==> config.mk <==
export PLATFORM = sky130hd
export DESIGN_NAME = intr_sched
export DESIGN_NICKNAME = d
export VERILOG_FILES = /design/src/rtl/intr_sched.sv
export SDC_FILE = /design/constraint.sdc
export NUM_CORES = 1
export LEC_CHECK = 0
export CAP_MARGIN = 40
export CORE_AREA = 3 3 89 91
export CTS_CLUSTER_SIZE = 20
export DETAILED_ROUTE_END_ITERATION = 12
export DIE_AREA = 0 0 92 94
export PLACE_DENSITY = 0.9
export SLEW_MARGIN = 20
export SYNTH_ARGS = -nofsm -noshare
export SYNTH_HDL_FRONTEND = slang
export SYNTH_SLANG_ARGS = --single-unit
==> constraint.sdc <==
create_clock -name clk -period 40.1 [get_ports clk]
set_clock_uncertainty 0.15 [all_clocks]
set_input_delay 8.02 -clock clk [delete_from_list [all_inputs] [get_ports clk]]
set_output_delay 8.02 -clock clk [all_outputs]
set_load 0.05 [all_outputs]
==> src/rtl/intr_sched.sv <==
// Priority interrupt scheduler and vectoring sequencer with EOI retirement.
// Nested in-service support is enabled by defining INTR_SCHED_NEST_EN.
module intr_sched #(
  parameter int NSRC = 6
) (
  input  logic            clk,
  input  logic            reset,
  input  logic [NSRC-1:0] irq_in,
  output logic            cpu_intr,
  input  logic            cpu_ack,
  output logic [15:0]     cpu_vector,
  input  logic            io_write,
  input  logic [3:0]      io_addr,
  input  logic [15:0]     io_wdata,
  output logic [15:0]     io_rdata
);

  typedef enum logic [1:0] {
    S_IDLE,
    S_REQ,
    S_WAIT
  } state_t;

  // Bits of prio storage that belong to existing sources
  localparam logic [31:0] PMASK = (NSRC >= 16) ? 32'hFFFF_FFFF :
                                  32'((32'd1 << (2 * NSRC)) - 32'd1);

  state_t          r_state;
  logic [31:0]     r_prio;
  logic [NSRC-1:0] r_isr;
  logic [11:0]     r_base;
  logic [3:0]      r_idx;
  logic [1:0]      r_lprio;
  logic            r_intr;
  logic [15:0]     r_vec;

  logic [15:0]     w_irq16;
  logic            w_gate;
  logic [1:0]      w_cur;
  logic            w_el;
  logic            w_valid;
  logic [3:0]      w_best;
  logic [1:0]      w_bestp;
  logic            w_eoi_hit;
  logic [3:0]      w_eoi_idx;
  logic [1:0]      w_eoi_p;
  logic            w_eoi;
  logic            w_ack_ok;
  logic            w_spur;
  logic [NSRC-1:0] w_set;
  logic [NSRC-1:0] w_eoi_mask;
  logic [NSRC-1:0] w_clr;
  logic [NSRC-1:0] w_isr_nxt;

  assign w_irq16 = 16'(irq_in);
`ifdef INTR_SCHED_NEST_EN
  assign w_gate = 1'b1;
`else
  assign w_gate = (r_isr == '0);
`endif

  always_comb begin
    w_cur     = 2'd0;
    w_el      = 1'b0;
    w_valid   = 1'b0;
    w_best    = 4'd0;
    w_bestp   = 2'd0;
    w_eoi_hit = 1'b0;
    w_eoi_idx = 4'd0;
    w_eoi_p   = 2'd0;
    for (int i = 0; i < NSRC; i++) begin
      if (r_isr[i] && (r_prio[2*i +: 2] > w_cur))
        w_cur = r_prio[2*i +: 2];
      if (r_isr[i] && (!w_eoi_hit || (r_prio[2*i +: 2] > w_eoi_p))) begin
        w_eoi_hit = 1'b1;
        w_eoi_idx = 4'(i);
        w_eoi_p   = r_prio[2*i +: 2];
      end
    end
    // Strict > on ties keeps the lowest index
    for (int i = 0; i < NSRC; i++) begin
      w_el = irq_in[i] & ~r_isr[i] & w_gate &
             (r_prio[2*i +: 2] > w_cur);
      if (w_el && (!w_valid || (r_prio[2*i +: 2] > w_bestp))) begin
        w_valid = 1'b1;
        w_best  = 4'(i);
        w_bestp = r_prio[2*i +: 2];
      end
    end
  end

  assign w_eoi    = io_write && (io_addr == 4'd4);
  assign w_ack_ok = (r_state == S_REQ) && cpu_ack && w_irq16[r_idx];
  assign w_spur   = (r_state == S_REQ) && cpu_ack && !w_irq16[r_idx];
  assign w_clr    = (io_write && (io_addr == 4'd5)) ?
                    io_wdata[NSRC-1:0] : '0;

  always_comb begin
    w_set      = '0;
    w_eoi_mask = '0;
    for (int i = 0; i < NSRC; i++) begin
      w_set[i]      = w_ack_ok && (r_idx == 4'(i));
      w_eoi_mask[i] = w_eoi && w_eoi_hit && (w_eoi_idx == 4'(i));
    end
  end

  // EOI acts on the pre-cycle isr, then the ack bit lands
  assign w_isr_nxt = (r_isr & ~w_eoi_mask & ~w_clr) | w_set;

  always_ff @(posedge clk) begin
    if (reset) begin
      r_state <= S_IDLE;
      r_prio  <= '0;
      r_isr   <= '0;
      r_base  <= '0;
      r_idx   <= '0;
      r_lprio <= '0;
      r_intr  <= 1'b0;
      r_vec   <= '0;
    end else begin
      r_isr <= w_isr_nxt;
      if (io_write) begin
        case (io_addr)
          4'd2: r_prio[15:0]  <= io_wdata & PMASK[15:0];
          4'd3: r_prio[31:16] <= io_wdata & PMASK[31:16];
          4'd6: r_base        <= io_wdata[15:4];
          default: ;
        endcase
      end
      case (r_state)
        S_IDLE: begin
          if (w_valid) begin
            r_idx   <= w_best;
            r_lprio <= w_bestp;
            r_intr  <= 1'b1;
            r_vec   <= {r_base, w_best};
            r_state <= S_REQ;
          end
        end
        S_REQ: begin
          if (!cpu_ack) begin
            if (w_valid && (w_bestp > r_lprio)) begin
              r_idx   <= w_best;
              r_lprio <= w_bestp;
              r_vec   <= {r_base, w_best};
            end else begin
              r_vec   <= {r_base, r_idx};
            end
          end else begin
            r_intr  <= 1'b0;
            r_vec   <= {r_base, w_spur ? 4'hF : r_idx};
            r_state <= S_WAIT;
          end
        end
        S_WAIT: begin
          if (!cpu_ack)
            r_state <= S_IDLE;
        end
        default: r_state <= S_IDLE;
      endcase
    end
  end

  assign cpu_intr   = r_intr;
  assign cpu_vector = w_spur ? {r_vec[15:4], 4'hF} : r_vec;

  always_comb begin
    case (io_addr)
      4'd0:    io_rdata = 16'(r_isr);
      4'd1:    io_rdata = {w_valid, 11'h0, w_best};
      4'd2:    io_rdata = r_prio[15:0];
      4'd3:    io_rdata = r_prio[31:16];
      4'd6:    io_rdata = {r_base, 4'h0};
      default: io_rdata = 16'h0;
    endcase
  end

endmodule

; After elaboration in Yosys (flattened, before gate mapping)
; Cells that the tools add are included.
[word_totals]
reg_bits = 55
latch_bits = 0
ram_bits = 0
mem_bits_ro = 0
inputBits = 30
out_inout_bits = 33
wordCells = 215
mem_count = 0
[classes]
add_sub_neg = 0
multipliers = 0
n_div = 0
order_cmp = 24
n_eq_ne = 22
n_shift = 0
n_mux = 64
bitwise_logic = 29
n_reduce_logical = 68
[op_table]
columns = op, count
row1 = $pmux 16 s4, 1
row2 = $mux 4, 15
row3 = $mux 2, 23
row4 = $gt 2x2->1, 22
row5 = $logic_and 1x1->1, 35
row6 = $pmux 16 s2, 1
row7 = $eq 4x3->1 const B, 7
row8 = $eq 4x2->1 const B, 5
row9 = $and 1x1->1, 18
row10 = $mux 1, 17
row11 = $mux 16, 1
row12 = $and 6x6->6, 2
row13 = $eq 4x1->1 const B, 3
row14 = $logic_not 4->1, 3
row15 = $not 6->6, 2
row16 = $logic_not 1->1, 11
row17 = $logic_or 1x1->1, 10
row18 = $ne 2x2->1 const B, 4
row19 = $pmux 4 s2, 1
row20 = $logic_not 6->1, 1
row21 = $mux 6, 1
row22 = $not 1->1, 6
row23 = $or 6x6->6, 1
row24 = $pmux 2 s3, 1
row25 = other kinds (13), 16

; Longest topological paths before layout
[logic_depth]
depth_word = 46
depth_mapped = 77
ltp_nobuf = 75

; Worst setup path before layout
; OpenSTA, ideal clock, no wires.
[synth_path]
path_type = input -> output
from = in irq_in[0]
to = out io_rdata[0]
arrival_time_ns = 15.566
required_time_ns = 31.930
path_slack_ns = 16.364
path_stages = 35
path_buffers = 0
cell_sequence = and2b_2 -> o211a_1 -> nand3_1 -> ha_1 -> nor2b_1 -> o21ai_0 -> nor2_1 -> o2bb2ai_1 -> nand2_1 -> ha_1 -> nor2b_1 -> o21ai_0 -> a21bo_2 -> and2_0 -> o21ai_0 -> ha_1 -> nor2b_1 -> a2bb2oi_1 -> a21oi_1 -> nor2_1 -> o21a_1 -> ha_1 -> nor2b_1 -> a2bb2oi_1 -> a311oi_4 -> nor2_2 -> nor2_1 -> a221oi_2 -> inv_1 -> ha_1 -> nand2_1 -> o21ai_0 -> a211oi_1 -> nor3_1 -> o41ai_1
[synth_between]
elab_chain_cells = 25
word_cells_on_any_way = 39
classes_between = order compare (5) / mux (16) / bitwise (3) / reduce/logical (15)
[synth_lines]
columns = element, line_no
row1 = "start, declared", 8  ; input logic [NSRC-1:0] irq_in,
row2 = $and 1x1->1 (*) (3 in a row), 82  ; w_el = irq_in[i] & ~r_isr[i] & w_gate &
row3 = $mux 2 or $mux 1 (tied branches), 84  ; if (w_el && (!w_valid || (r_prio[2*i +: 2] > w_bestp))) begin
row4 = $gt 2x2->1 or $logic_not 1->1 (tied branches), 84
row5 = $logic_or 1x1->1, 84
row6 = $logic_and 1x1->1, 84
row7 = $mux 2 or $mux 1 (tied branches), 84
row8 = $gt 2x2->1 or $logic_not 1->1 (tied branches), 84
row9 = $logic_or 1x1->1, 84
row10 = (+7 left out), -
row11 = $logic_or 1x1->1, 84
row12 = $logic_and 1x1->1, 84
row13 = $mux 2 or $mux 1 (tied branches), 84
row14 = $gt 2x2->1 or $logic_not 1->1 (tied branches), 84
row15 = $logic_or 1x1->1, 84
row16 = $logic_and 1x1->1, 84
row17 = $mux 4 (*), 84
row18 = $pmux 16 s4 (*), 168  ; case (io_addr)
row19 = "end, declared", 15  ; output logic [15:0] io_rdata
; Every way passes the cells marked *; elsewhere a longest branch is shown, timed or not.

; Final worst setup path
[layout_path]
from = in irq_in[0]
to = out io_rdata[2]
; The elaborated chain is that of the path after synthesis.

==> results by group <==
Yosys
  • Post-Syn Nets: 606
  • Cell Area, Synth: 4300 um2
  • Yosys reg bits: 54
  • Ys flop type: dfxtp_1
  • Ys async rst share: 0
  • Mean Syn Cell Area: 7.95 um2
  • Sequential area share after synthesis: 0.251
  • Post-synthesis cell type count: 73
  • Cells after synthesis: 541
  • EDFF count, synth: 0
  • Synth warn: 0

Power
  • Peak supply drop: 0.0260 mV
  • Sw Ratio: 0.295
  • Combinational Power Share: 0.198
  • Lkg Pwr: 1.90 nW
  • Internal power: 78.4 uW
  • Cell Pwr Density: 22.4 nW/um2
  • Total power draw: 111 uW
  • Clock group share of total power: 0.297
  • Sequential share of power: 0.506
  • Sw Pwr: 32.9 uW

Worst setup path
  • Crit Path Max Fanout: 6
  • CP peak stage delay: 0.89 ns
  • Setup CP Type: primary input to output port
  • Reg2reg start: r_isr[0]$_SDFF_PP0_
  • Reg2reg path depth: 74
  • Worst r2r dst: r_lprio[1]$_SDFFE_PP0P_
  • Most used cell, CP: ha_1
  • CP arrival: 16.57 ns
  • Worst path slowest cell: clkdlybuf4s50_1
  • CP Capture Type: output port
  • Worst EP required: 31.93 ns
  • CP startpoint kind: primary input
  • R2R Setup Slk: 23.28 ns

CTS
  • Num Clock Sinks: 54
  • Num CTS Buffers: 5
  • CTS clk-pin slew, worst paths: 0.10 ns
  • Clock root buffer: clkbuf_8
  • Postcts setup bufs: 0
  • PostCTS Resize Cnt: 0
  • Latest clock arrival within the worst-skew pair: 0.31 ns
  • CTS Buffer Depth: 2
  • Hold Buf Count CTS: 0
  • TritonCTS clock tree: built
  • H-tree depth: 2

STA
  • FMAX: 0.0404 GHz
  • Crit share post-route: 0.617
  • Tightest Pin Transition: 0.806 ns
  • Final Max Slew Viols: 0
  • Setup TNS: 0 ns
  • Tmin final: 24.74 ns
  • Final Worst Setup Slack: 15.36 ns
  • RSZ-0062 raised after global routing: no
  • Final setup viols: 0
  • Hold_ws: 0.315 ns
  • Final Hold Vio Count: 0
  • Slew headroom: 0.457

Detailed routing
  • Pre-antenna DRT Iters: 5
  • Initial DRC Count: 284
  • Routed length per instance: 18.2 um
  • Routed via count: 4345
  • # DRC: 0
  • Antenna Nets Post-Route: 0
  • Avg Vias per Cell: 6.40
  • DRT Wirelength: 12.4 mm

Global routing
  • First-pass GRT wire length: 19.9 mm
  • Antenna violations before repair: 0
  • Largest net degree at the start of global routing: 31
  • GRT Util Overall: 0.283
  • Vias in the first global route: 4126
  • GRT overflow: 0

Die
  • Initial core utilization: 0.596
  • DIE HEIGHT: 94 um
  • Die footprint: 8650 um2
  • Core Region: 7210 um2
  • Row cnt: 31
  • I/O Pins: 63
  • Die Wd: 92 um

Final layout
  • Post-route cell area: 4960 um2
  • Commonest non-fill, non-tap cell in the layout: nand2_1
  • Layout area overhead: 15.3%
  • Multi-input logic area: 2920 um2
  • FILL cells: 599
  • Share of cells above drive strength 1: 0.0914
  • Most frequent cells in the layout: 82 x nand2_1, 61 x clkdlybuf4s50_1, 54 x dfxtp_1
  • Final non-filler cell total: 679
  • Reg area: 1080 um2
  • Nets: 644
  • # diodes: 0
  • Utilization after layout: 0.687

Placement
  • Setup Slack @ Placement: 15.52 ns
  • GP Congestion: 0.908
  • Buffers on Ports: 62
  • DP Wirelength: 9.46 mm
  • Dpl cells: 670
  • Placement Cell Area: 4860 um2

Min path
  • Hold Path End: r_vec[3]$_SDFFE_PP0P_
  • Hold Path Origin: r_vec[3]$_SDFFE_PP0P_
  • Worst min path class: flip-flop to flip-flop
  • Hold depth: 2

Outcome
  • Status: complete, no violations

Flow run
  • Max_cap viols: 0
==> metal layers <==
metal  up-vias  global-route usage  wire, um  part of all wire
met2       232               0.479      5870              0.47
met3        53              0.0337       859             0.069
met1      2034               0.368      5140              0.42
met4         0               0.108       494             0.040
li1       2026                   -         -                 -
met5         -                   0         0                 0
==> critical path: cells and delay by family <==
family,cells,cell delay (ns)
AO/OA/AOI/OAI,17,3.24
AND/OR/NAND/NOR,13,2.24
multiplexers,1,0.14
adder cells (fa/ha/maj),5,1.46
buffers and inverters,3,1.44
==> cells in the mapped netlist, types with 4 or more instances <==
| cell type | number | area (um2) |
|---|---|---|
| buf_4 | 12 | 90.1 |
| nand2_1 | 82 | 308 |
| nor3_1 | 7 | 35.0 |
| o21a_1 | 6 | 45.0 |
| a21oi_1 | 43 | 215 |
| o211ai_1 | 8 | 60.1 |
| a211oi_1 | 8 | 60.1 |
| buf_6 | 4 | 45.0 |
| nand4_1 | 5 | 31.3 |
| dfxtp_1 | 54 | 1080 |
| nor2b_1 | 14 | 87.6 |
| a2bb2oi_1 | 4 | 35.0 |
| or2_2 | 4 | 25.0 |
| a31oi_1 | 7 | 43.8 |
| and2_1 | 12 | 75.1 |
| a22o_1 | 7 | 61.3 |
| clkbuf_1 | 16 | 60.1 |
| inv_1 | 20 | 75.1 |
| o21ai_0 | 22 | 110 |
| mux2_2 | 8 | 90.1 |
| nor2_1 | 41 | 154 |
| and2b_2 | 6 | 52.6 |
| mux2i_1 | 20 | 200 |
| nand3_1 | 23 | 115 |
| ha_1 | 35 | 438 |
==> worst max-delay path by stage <==
stage | start | endpoint
6_report | irq_in[0] | io_rdata[2]
5_1_grt | r_isr[0]$_SDFF_PP0_ | io_rdata[0]
4_1_cts | irq_in[0] | io_rdata[2]
3_5_place_dp | irq_in[0] | io_rdata[2]
3_3_place_gp | irq_in[0] | io_rdata[2]
2_1_floorplan | irq_in[0] | io_rdata[0]
==> cell type report <==
class                           instances  area share
Clock inverter                          2     0.00328
Timing Repair Buffer                   66       0.134
Sequential cell                        54       0.218
Clock buffer                            6      0.0166
Multi-Input combinational cell        432       0.588
Tap cell                               99      0.0250
Inverter                               20      0.0151
==> power groups by stage <==
stage | sequential (mW) | clock, mW | combinational (mW)
after global placement | 0.0574 | 0 | 0.0209
after CTS | 0.0562 | 0.0332 | 0.0218
after global routing | 0.0564 | 0.0350 | 0.0236
final | 0.0563 | 0.0330 | 0.0220
after detailed placement | 0.0575 | 0 | 0.0217
after floorplan | 0.0571 | 0 | 0.0144
==> flip-flops by register name, indices dropped and copies added (netlist names) <==
register and cells:
cpu_intr 1, r_base 12, r_idx 3, r_isr 6, r_lprio 2, r_prio 12, r_state 2, r_vec 16
==> cells by family after synthesis <==
kind of cell	count (synthesis)	share of synthesized area
fa+ha+maj	36	0.104
mux	29	0.0727
simple gates	221	0.256
xor+xnor	1	0.00204
compound gates	145	0.242
flops	54	0.251
buf+inv	55	0.0724
No activity file was read; power rests on OpenSTA's default activity.
